**src/rtl/vga_timing_pkg.sv**
```systemverilog
// vga_timing_pkg: 640x480@60 raster timing constants, coordinate type and window helper.
// Latency: n/a (constants and a pure function only).
// Backpressure: n/a.
package vga_timing_pkg;

  // Coordinate width shared by both axes; every timing sum below must fit in it.
  localparam int COORD_W = 10;

  typedef logic [COORD_W-1:0] coord_t;

  // Horizontal timing, in pixels.
  localparam int H_VISIBLE = 640;
  localparam int H_FP      = 16;
  localparam int H_SYNC    = 96;
  localparam int H_BP      = 48;
  localparam int H_TOTAL   = H_VISIBLE + H_FP + H_SYNC + H_BP;   // 800

  // Vertical timing, in lines.
  localparam int V_VISIBLE = 480;
  localparam int V_FP      = 10;
  localparam int V_SYNC    = 2;
  localparam int V_BP      = 33;
  localparam int V_TOTAL   = V_VISIBLE + V_FP + V_SYNC + V_BP;   // 525

  // Inclusive sync windows: hsync [656,751], vsync [490,491].
  localparam int H_SYNC_START = H_VISIBLE + H_FP;
  localparam int H_SYNC_END   = H_SYNC_START + H_SYNC - 1;
  localparam int V_SYNC_START = V_VISIBLE + V_FP;
  localparam int V_SYNC_END   = V_SYNC_START + V_SYNC - 1;

  // Active sync level: 640x480 uses negative-going syncs.
  localparam logic SYNC_POL = 1'b0;

  // Unsigned inclusive range test used for the sync windows.
  function automatic logic in_window(coord_t v, coord_t lo, coord_t hi);
    return (v >= lo) && (v <= hi);
  endfunction

endpackage

```
**src/rtl/vga_axis_counter.sv**
```systemverilog
// vga_axis_counter: modulo-MAX counter with enable, terminal-count flag and next-value output.
// Latency: cnt follows nxt one clk later; nxt and wrap are combinational from cnt/en.
// Backpressure: none; the count simply holds while en = 0.
module vga_axis_counter import vga_timing_pkg::*; #(
  parameter int MAX   = H_TOTAL,
  parameter int WIDTH = COORD_W
) (
  input  logic             clk,
  input  logic             reset,
  input  logic             en,
  output logic [WIDTH-1:0] cnt,
  output logic [WIDTH-1:0] nxt,
  output logic             wrap
);

  localparam logic [WIDTH-1:0] LAST = WIDTH'(MAX - 1);

  // Terminal count and the value the counter takes on the next edge (reset excluded,
  // so the parent can decode "where the raster goes next" independently of reset).
  always_comb begin
    wrap = (cnt == LAST);
    nxt  = cnt;
    if (en) begin
      nxt = wrap ? '0 : cnt + 1'b1;
    end
  end

  // Count register; reset wins over enable.
  always_ff @(posedge clk) begin
    if (reset) begin
      cnt <= '0;
    end else begin
      cnt <= nxt;
    end
  end

endmodule

```
**src/rtl/vga_sync_gen.sv**
```systemverilog
// vga_sync_gen: 640x480@60 raster generator; hsync/vsync, video_on, pixel coords, frame_tick.
// Latency: all outputs registered, decoded from next counter values, zero skew to pix_x/pix_y.
// Backpressure: none; pix_tick = 0 holds every output (frame_tick drops to 0). Option: VGA_FRAME_CNT_EN adds frame_cnt.
module vga_sync_gen #(
  parameter int   H_VISIBLE = vga_timing_pkg::H_VISIBLE,
  parameter int   H_FP      = vga_timing_pkg::H_FP,
  parameter int   H_SYNC    = vga_timing_pkg::H_SYNC,
  parameter int   H_BP      = vga_timing_pkg::H_BP,
  parameter int   V_VISIBLE = vga_timing_pkg::V_VISIBLE,
  parameter int   V_FP      = vga_timing_pkg::V_FP,
  parameter int   V_SYNC    = vga_timing_pkg::V_SYNC,
  parameter int   V_BP      = vga_timing_pkg::V_BP,
  parameter logic SYNC_POL  = vga_timing_pkg::SYNC_POL
) (
  input  logic       clk,
  input  logic       reset,
  input  logic       pix_tick,
  output logic       hsync,
  output logic       vsync,
  output logic       video_on,
  output logic [9:0] pix_x,
  output logic [9:0] pix_y,
  output logic       frame_tick
`ifdef VGA_FRAME_CNT_EN
  ,
  output logic [15:0] frame_cnt
`endif
);

  import vga_timing_pkg::*;

  // Derived raster geometry for this parameter set.
  localparam int     LINE_LEN  = H_VISIBLE + H_FP + H_SYNC + H_BP;
  localparam int     FRAME_LEN = V_VISIBLE + V_FP + V_SYNC + V_BP;
  localparam coord_t HS_LO     = coord_t'(H_VISIBLE + H_FP);
  localparam coord_t HS_HI     = coord_t'(H_VISIBLE + H_FP + H_SYNC - 1);
  localparam coord_t VS_LO     = coord_t'(V_VISIBLE + V_FP);
  localparam coord_t VS_HI     = coord_t'(V_VISIBLE + V_FP + V_SYNC - 1);
  localparam coord_t H_VIS     = coord_t'(H_VISIBLE);
  localparam coord_t V_VIS     = coord_t'(V_VISIBLE);

  coord_t h_cnt, h_nxt;
  coord_t v_cnt, v_nxt;
  logic   h_wrap, v_wrap;
  logic   v_en;
  logic   frame_wrap;
  logic   hsync_nxt, vsync_nxt, video_nxt;

  // The line counter steps every pixel; the frame counter steps only when a line ends.
  assign v_en = pix_tick & h_wrap;

  vga_axis_counter #(
    .MAX   (LINE_LEN),
    .WIDTH (COORD_W)
  ) u_h_cnt (
    .clk   (clk),
    .reset (reset),
    .en    (pix_tick),
    .cnt   (h_cnt),
    .nxt   (h_nxt),
    .wrap  (h_wrap)
  );

  vga_axis_counter #(
    .MAX   (FRAME_LEN),
    .WIDTH (COORD_W)
  ) u_v_cnt (
    .clk   (clk),
    .reset (reset),
    .en    (v_en),
    .cnt   (v_cnt),
    .nxt   (v_nxt),
    .wrap  (v_wrap)
  );

  // The counters are the coordinate registers, so coordinates and decoded outputs
  // update on the same edge.
  assign pix_x = h_cnt;
  assign pix_y = v_cnt;

  // Decode sync/visible from where the counters are going, so the registered flags
  // line up with the registered coordinates.
  always_comb begin
    hsync_nxt  = ~SYNC_POL;
    vsync_nxt  = ~SYNC_POL;
    video_nxt  = 1'b0;
    frame_wrap = 1'b0;
    if (in_window(h_nxt, HS_LO, HS_HI)) begin
      hsync_nxt = SYNC_POL;
    end
    if (in_window(v_nxt, VS_LO, VS_HI)) begin
      vsync_nxt = SYNC_POL;
    end
    video_nxt  = (h_nxt < H_VIS) && (v_nxt < V_VIS);
    frame_wrap = pix_tick & h_wrap & v_wrap;
  end

  // Output registers: hold between ticks; frame_tick is a single-clk pulse on the wrap edge.
  always_ff @(posedge clk) begin
    if (reset) begin
      hsync      <= ~SYNC_POL;
      vsync      <= ~SYNC_POL;
      video_on   <= 1'b0;
      frame_tick <= 1'b0;
    end else begin
      frame_tick <= frame_wrap;
      if (pix_tick) begin
        hsync    <= hsync_nxt;
        vsync    <= vsync_nxt;
        video_on <= video_nxt;
      end
    end
  end

`ifdef VGA_FRAME_CNT_EN
  // Free-running frame counter for game timebase; wraps naturally at 16 bits.
  always_ff @(posedge clk) begin
    if (reset) begin
      frame_cnt <= '0;
    end else if (frame_wrap) begin
      frame_cnt <= frame_cnt + 16'd1;
    end
  end
`endif

endmodule

```
**config.mk**
```make
export PLATFORM = sky130hd
export DESIGN_NAME = vga_sync_gen
export DESIGN_NICKNAME = d
export VERILOG_FILES = /design/src/rtl/vga_timing_pkg.sv /design/src/rtl/vga_axis_counter.sv /design/src/rtl/vga_sync_gen.sv
export SDC_FILE = /design/constraint.sdc
export NUM_CORES = 1
export LEC_CHECK = 0
export CORE_ASPECT_RATIO = 1.2
export CORE_MARGIN = 1
export CORE_UTILIZATION = 35
export DETAILED_ROUTE_END_ITERATION = 7
export SLEW_MARGIN = 30
export SYNTH_ARGS = -nofsm -noshare
export SYNTH_HDL_FRONTEND = slang
export SYNTH_HIERARCHICAL = 1
export SYNTH_SLANG_ARGS = --single-unit
```
**constraint.sdc**
```tcl
create_clock -name clk -period 5.75 [get_ports clk]
set_clock_uncertainty 0.2 [all_clocks]
set_input_delay 1.15 -clock clk [delete_from_list [all_inputs] [get_ports clk]]
set_output_delay 1.15 -clock clk [all_outputs]
set_load 0.01 [all_outputs]
```
Word level (Yosys, flattened, before mapping)
Index checks and enable logic that the tools add are counted.
Word-level totals
  register bits: 24
  input port bits: 3
  output and inout bits: 24
  word-level logic and storage cells: 27
Operators by class
  add/sub/neg operators: 2
  magnitude comparators: 6
  equal/unequal tests: 2
  multiplexer cells: 6
  bitwise operators: 2
  reductions and logical operators: 3
Operator list (count)
  10-bit 2-to-1 mux: 4
  10-bit by 1-bit adder with 10-bit output, second input constant: 2
  10-bit equality test, second input constant: 2
  10-bit >= comparator, second input constant: 1
  10-bit by 9-bit >= comparator with 1-bit output, second input constant: 1
  10-bit less-or-equal comparator, second input constant: 1
  10-bit by 9-bit less-or-equal comparator with 1-bit output, second input constant: 1
  10-bit less-than comparator, second input constant: 1
  10-bit by 9-bit less-than comparator with 1-bit output, second input constant: 1
  1-bit logical AND: 3
  1-bit bitwise AND: 2
  1-bit 2-to-1 mux: 2

Depth between registers and ports, before layout
  word-level depth: 6
  mapped depth: 11

Hierarchy
Netlist, hierarchy kept.
Modules (own cells, without submodules)
  vga_axis_counter at u_v_cnt: times used 1, cells each 65, area each 603.1 sq um
  vga_axis_counter at u_h_cnt: times used 1, cells each 61, area each 538.0 sq um
  vga_sync_gen: times used 1, cells each 21, area each 198.9 sq um

Worst setup path before layout
No wires, ideal clock.
  kind: in2reg
  from: input port pix_tick
  to: register vsync
  data arrival time: 2381 ps
  path slack: 3050 ps
  stages: 7
  path through: and2_1 -> nand2_4 -> nor4_4 -> xnor2_1 -> nor2_1 -> nor4_2 -> o21bai_1
Between the ends
  cells in the longest elaborated chain, start to end: 5
Ends and longest elaborated chain
  start, declared: RTL line vga_sync_gen.sv:17  | input logic pix_tick,
  1-bit bitwise AND (*): RTL line vga_sync_gen.sv:50  | assign v_en = pix_tick & h_wrap;
  10-bit 2-to-1 mux (*): RTL line vga_axis_counter.sv:23  | if (en) begin
  net v_nxt[9]: RTL line vga_sync_gen.sv:43  | coord_t v_cnt, v_nxt;
  10-bit by 9-bit >= comparator with 1-bit output or 10-bit by 9-bit less-or-equal comparator with 1-bit output (tied branches): RTL line vga_timing_pkg.sv:36  | return (v >= lo) && (v <= hi);
  1-bit logical AND (*): RTL line vga_timing_pkg.sv:36
  1-bit 2-to-1 mux (*): RTL line vga_sync_gen.sv:91  | if (in_window(v_nxt, VS_LO, VS_HI)) begin
  end signal, assigned: RTL line vga_sync_gen.sv:102  | vsync <= ~SYNC_POL;
  end signal, assigned: RTL line vga_sync_gen.sv:109  | vsync <= vsync_nxt;
  end, declared: RTL line vga_sync_gen.sv:19  | output logic vsync,
Mark *: on every way through the listed nets, which the timed path passes. The rest lies on a longest branch.
A chain may end at the register's enable or synchronous reset.

Worst setup path after layout
  from: input port pix_tick
  to: register vsync
Between the ends
  cells in the longest elaborated chain, start to end: 5
Ends and longest elaborated chain
  1-bit bitwise AND (*): RTL line vga_sync_gen.sv:50
  net v_en: RTL line vga_sync_gen.sv:45  | logic v_en;
  10-bit 2-to-1 mux (*): RTL line vga_axis_counter.sv:23
  net v_nxt[6]: RTL line vga_sync_gen.sv:43
  10-bit by 9-bit >= comparator with 1-bit output or 10-bit by 9-bit less-or-equal comparator with 1-bit output (tied branches): RTL line vga_timing_pkg.sv:36
  1-bit logical AND (*): RTL line vga_timing_pkg.sv:36
  1-bit 2-to-1 mux (*): RTL line vga_sync_gen.sv:91
Marked as above.

==> flow_metrics.py <==
metrics = {
    "min_path": {
        "min_path_cells": 2,
        "min_path_type": "reg2reg",
    },
    "timing": {
        "period_share_pct": 63.2,
        "clock.fmax_mhz": 275,
        "slew_viol_final": 0,
        "rsz0062_at_grt": "false",
        "fin_crit_ns": 3.64,
        "tns_ns": 0,
        "setup_viol": 0,
        "finalHoldViolCount": 0,
        "fin_ws_ns": 2.11,
        "maxSlewHeadroom_pct": 54.7,
        "tightest_slew_ns": 0.677,
    },
    "power": {
        "p_per_area_nw_per_um2": 177,
        "irDropWorstVdd_uv": 88.7,
        "power_mw": 0.300,
        "p_leak_nw": 0.620,
    },
    "critical_path": {
        "critPathCaptureType": "flip-flop",
        "cp_max_fo": 22,
        "path_class": "in2reg",
        "r2r_cells": 11,
        "required_ns": 5.71,
        "cp.arrival_ns": 3.60,
        "r2r_slack_ns": 2.73,
        "start_kind": "input port",
    },
    "layout": {
        "drive_gt1_share_pct": 18.0,
        "diodes": 0,
        "areaGrowthSynthToFinish_pct": 27.5,
        "layout.nets": 179,
    },
    "clock_tree": {
        "cts_resized": 0,
        "post-cts-setup-buffers": 0,
        "cts_max_path_buffers": 2,
        "cts_buffers": 3,
        "worst_skew_pair.late_latency_ns": 0.27,
        "cts_max_level": 1,
        "postCtsHoldBufs": 0,
        "cts_tree": "yes",
        "cts_num_sinks": 24,
        "clk_pin_slew_worst_paths_ns": 0.09,
        "cts.root.buffer_cell": "clkbuf_8",
    },
    "placement": {
        "place_ws_ns": 1.84,
        "gp_congestion": 0.811,
        "port_buffers": 26,
        "dpl.hpwl_um": 2130,
    },
    "yosys": {
        "syn_avg_cell_area_um2": 9.23,
        "syn_nets": 150,
        "synthesis.area_um2": 1330,
        "syn_inst": 144,
        "ys_warn_count": 6,
    },
    "floorplan": {
        "rows": 24,
        "chipWidth_um": 58.2,
        "coreArea_um2": 3630,
        "die-area_um2": 4050,
        "io_pins": 27,
        "die_h_um": 69.5,
        "start_util_pct": 36.6,
    },
    "global_route": {
        "grt_pass1_wl_um": 4930,
        "track_usage_pct": 15.4,
        "grt_most_used_layer": "met2",
        "met1_usage_pct": 20.3,
        "grt_use_met3_pct": 2.24,
        "antenna_found_initial": 0,
        "grt_max_degree": 23,
        "grt_pass1_vias": 1122,
        "overflow": 0,
        "grt_util_met2_pct": 25.0,
    },
    "routing": {
        "avgRoutedWirePerCell_um": 13.0,
        "vias": 1142,
        "wl_um": 2920,
        "drc": 0,
        "dr.pass1.iters": 4,
        "drt_iter0_drc": 30,
        "ant_nets": 0,
        "viasPerCell": 5.10,
    },
    "run": {
        "cap_violations": 0,
    },
    "outcome": {
        "status": "completed",
    },
}
registers in the layout, summed over array words and instances, names as in the netlist:
signal	cells
vsync	1
u_v_cnt/cnt	10
video_on	1
u_h_cnt/cnt	10
hsync	1
frame_tick	1
metrics by stage:
stage               cells  instance area, µm²  hold slack (ns)  util [%]
floorplan             144                1330            0.283         -
global placement      220                1640            0.261      45.1
detailed placement    220                1640            0.276      45.1
CTS                   224                1690            0.288      46.6
global route          224                1690            0.330      46.6
finish                224                1690            0.279      46.6
cells in the final DEF, fill, tap and decap left out, types with 3 or more instances in the layout:
| master | instances |
|---|---|
| a21oi_1 | 7 |
| clkbuf_8 | 4 |
| clkdlybuf4s50_1 | 26 |
| dfxtp_1 | 24 |
| ha_1 | 3 |
| inv_1 | 5 |
| nand2_1 | 8 |
| nand2b_1 | 5 |
| nand3_1 | 12 |
| nand4_1 | 5 |
| nand4b_1 | 3 |
| nor2_1 | 10 |
| nor2_2 | 4 |
| nor2b_1 | 6 |
| nor3_1 | 4 |
| nor3_2 | 3 |
| xnor2_1 | 7 |
| xor2_1 | 7 |
critical path, stage by stage:
cell,delay [ns]
clkdlybuf4s50_1,0.90
and2_1,0.42
nand2_4,0.13
nor3_2,0.24
xor2_1,0.21
nand4_1,0.18
nor4_2,0.26
o21bai_1,0.09
routing by layer:
| metal | wire, µm | share of wire [%] |
|---|---|---|
| met3 | 81 | 2.8 |
| met4 | 46 | 1.6 |
| met2 | 1390 | 48 |
| met5 | 0 | 0 |
| met1 | 1400 | 48 |
layout make-up:
class                   instances  area [µm²]
well taps                      52        65.1
repair buffers                 26         260
flip-flops and latches         24         480
fillers                       361        1940
clock buffers                   4        55.1
multi-input cells             112         811
inverters                       6        22.5
report_power, final:
group / switching [mW] / internal (mW)
Sequential: 0.00249 / 0.168
Clock: 0.0542 / 0.0612
Combinational: 0.00804 / 0.00686
Total: 0.0647 / 0.236
worst paths after layout:
kind,startpoint,end
setup / recovery,pix_tick,vsync$_SDFFE_PP1P_
hold / removal,video_on$_SDFFE_PP0P_,video_on$_SDFFE_PP0P_
setup reg to reg,u_h_cnt/cnt[1]$_SDFF_PP0_,vsync$_SDFFE_PP1P_
hold reg to reg,video_on$_SDFFE_PP0P_,video_on$_SDFFE_PP0P_
Note: power is estimated with default switching activity, not from simulation.
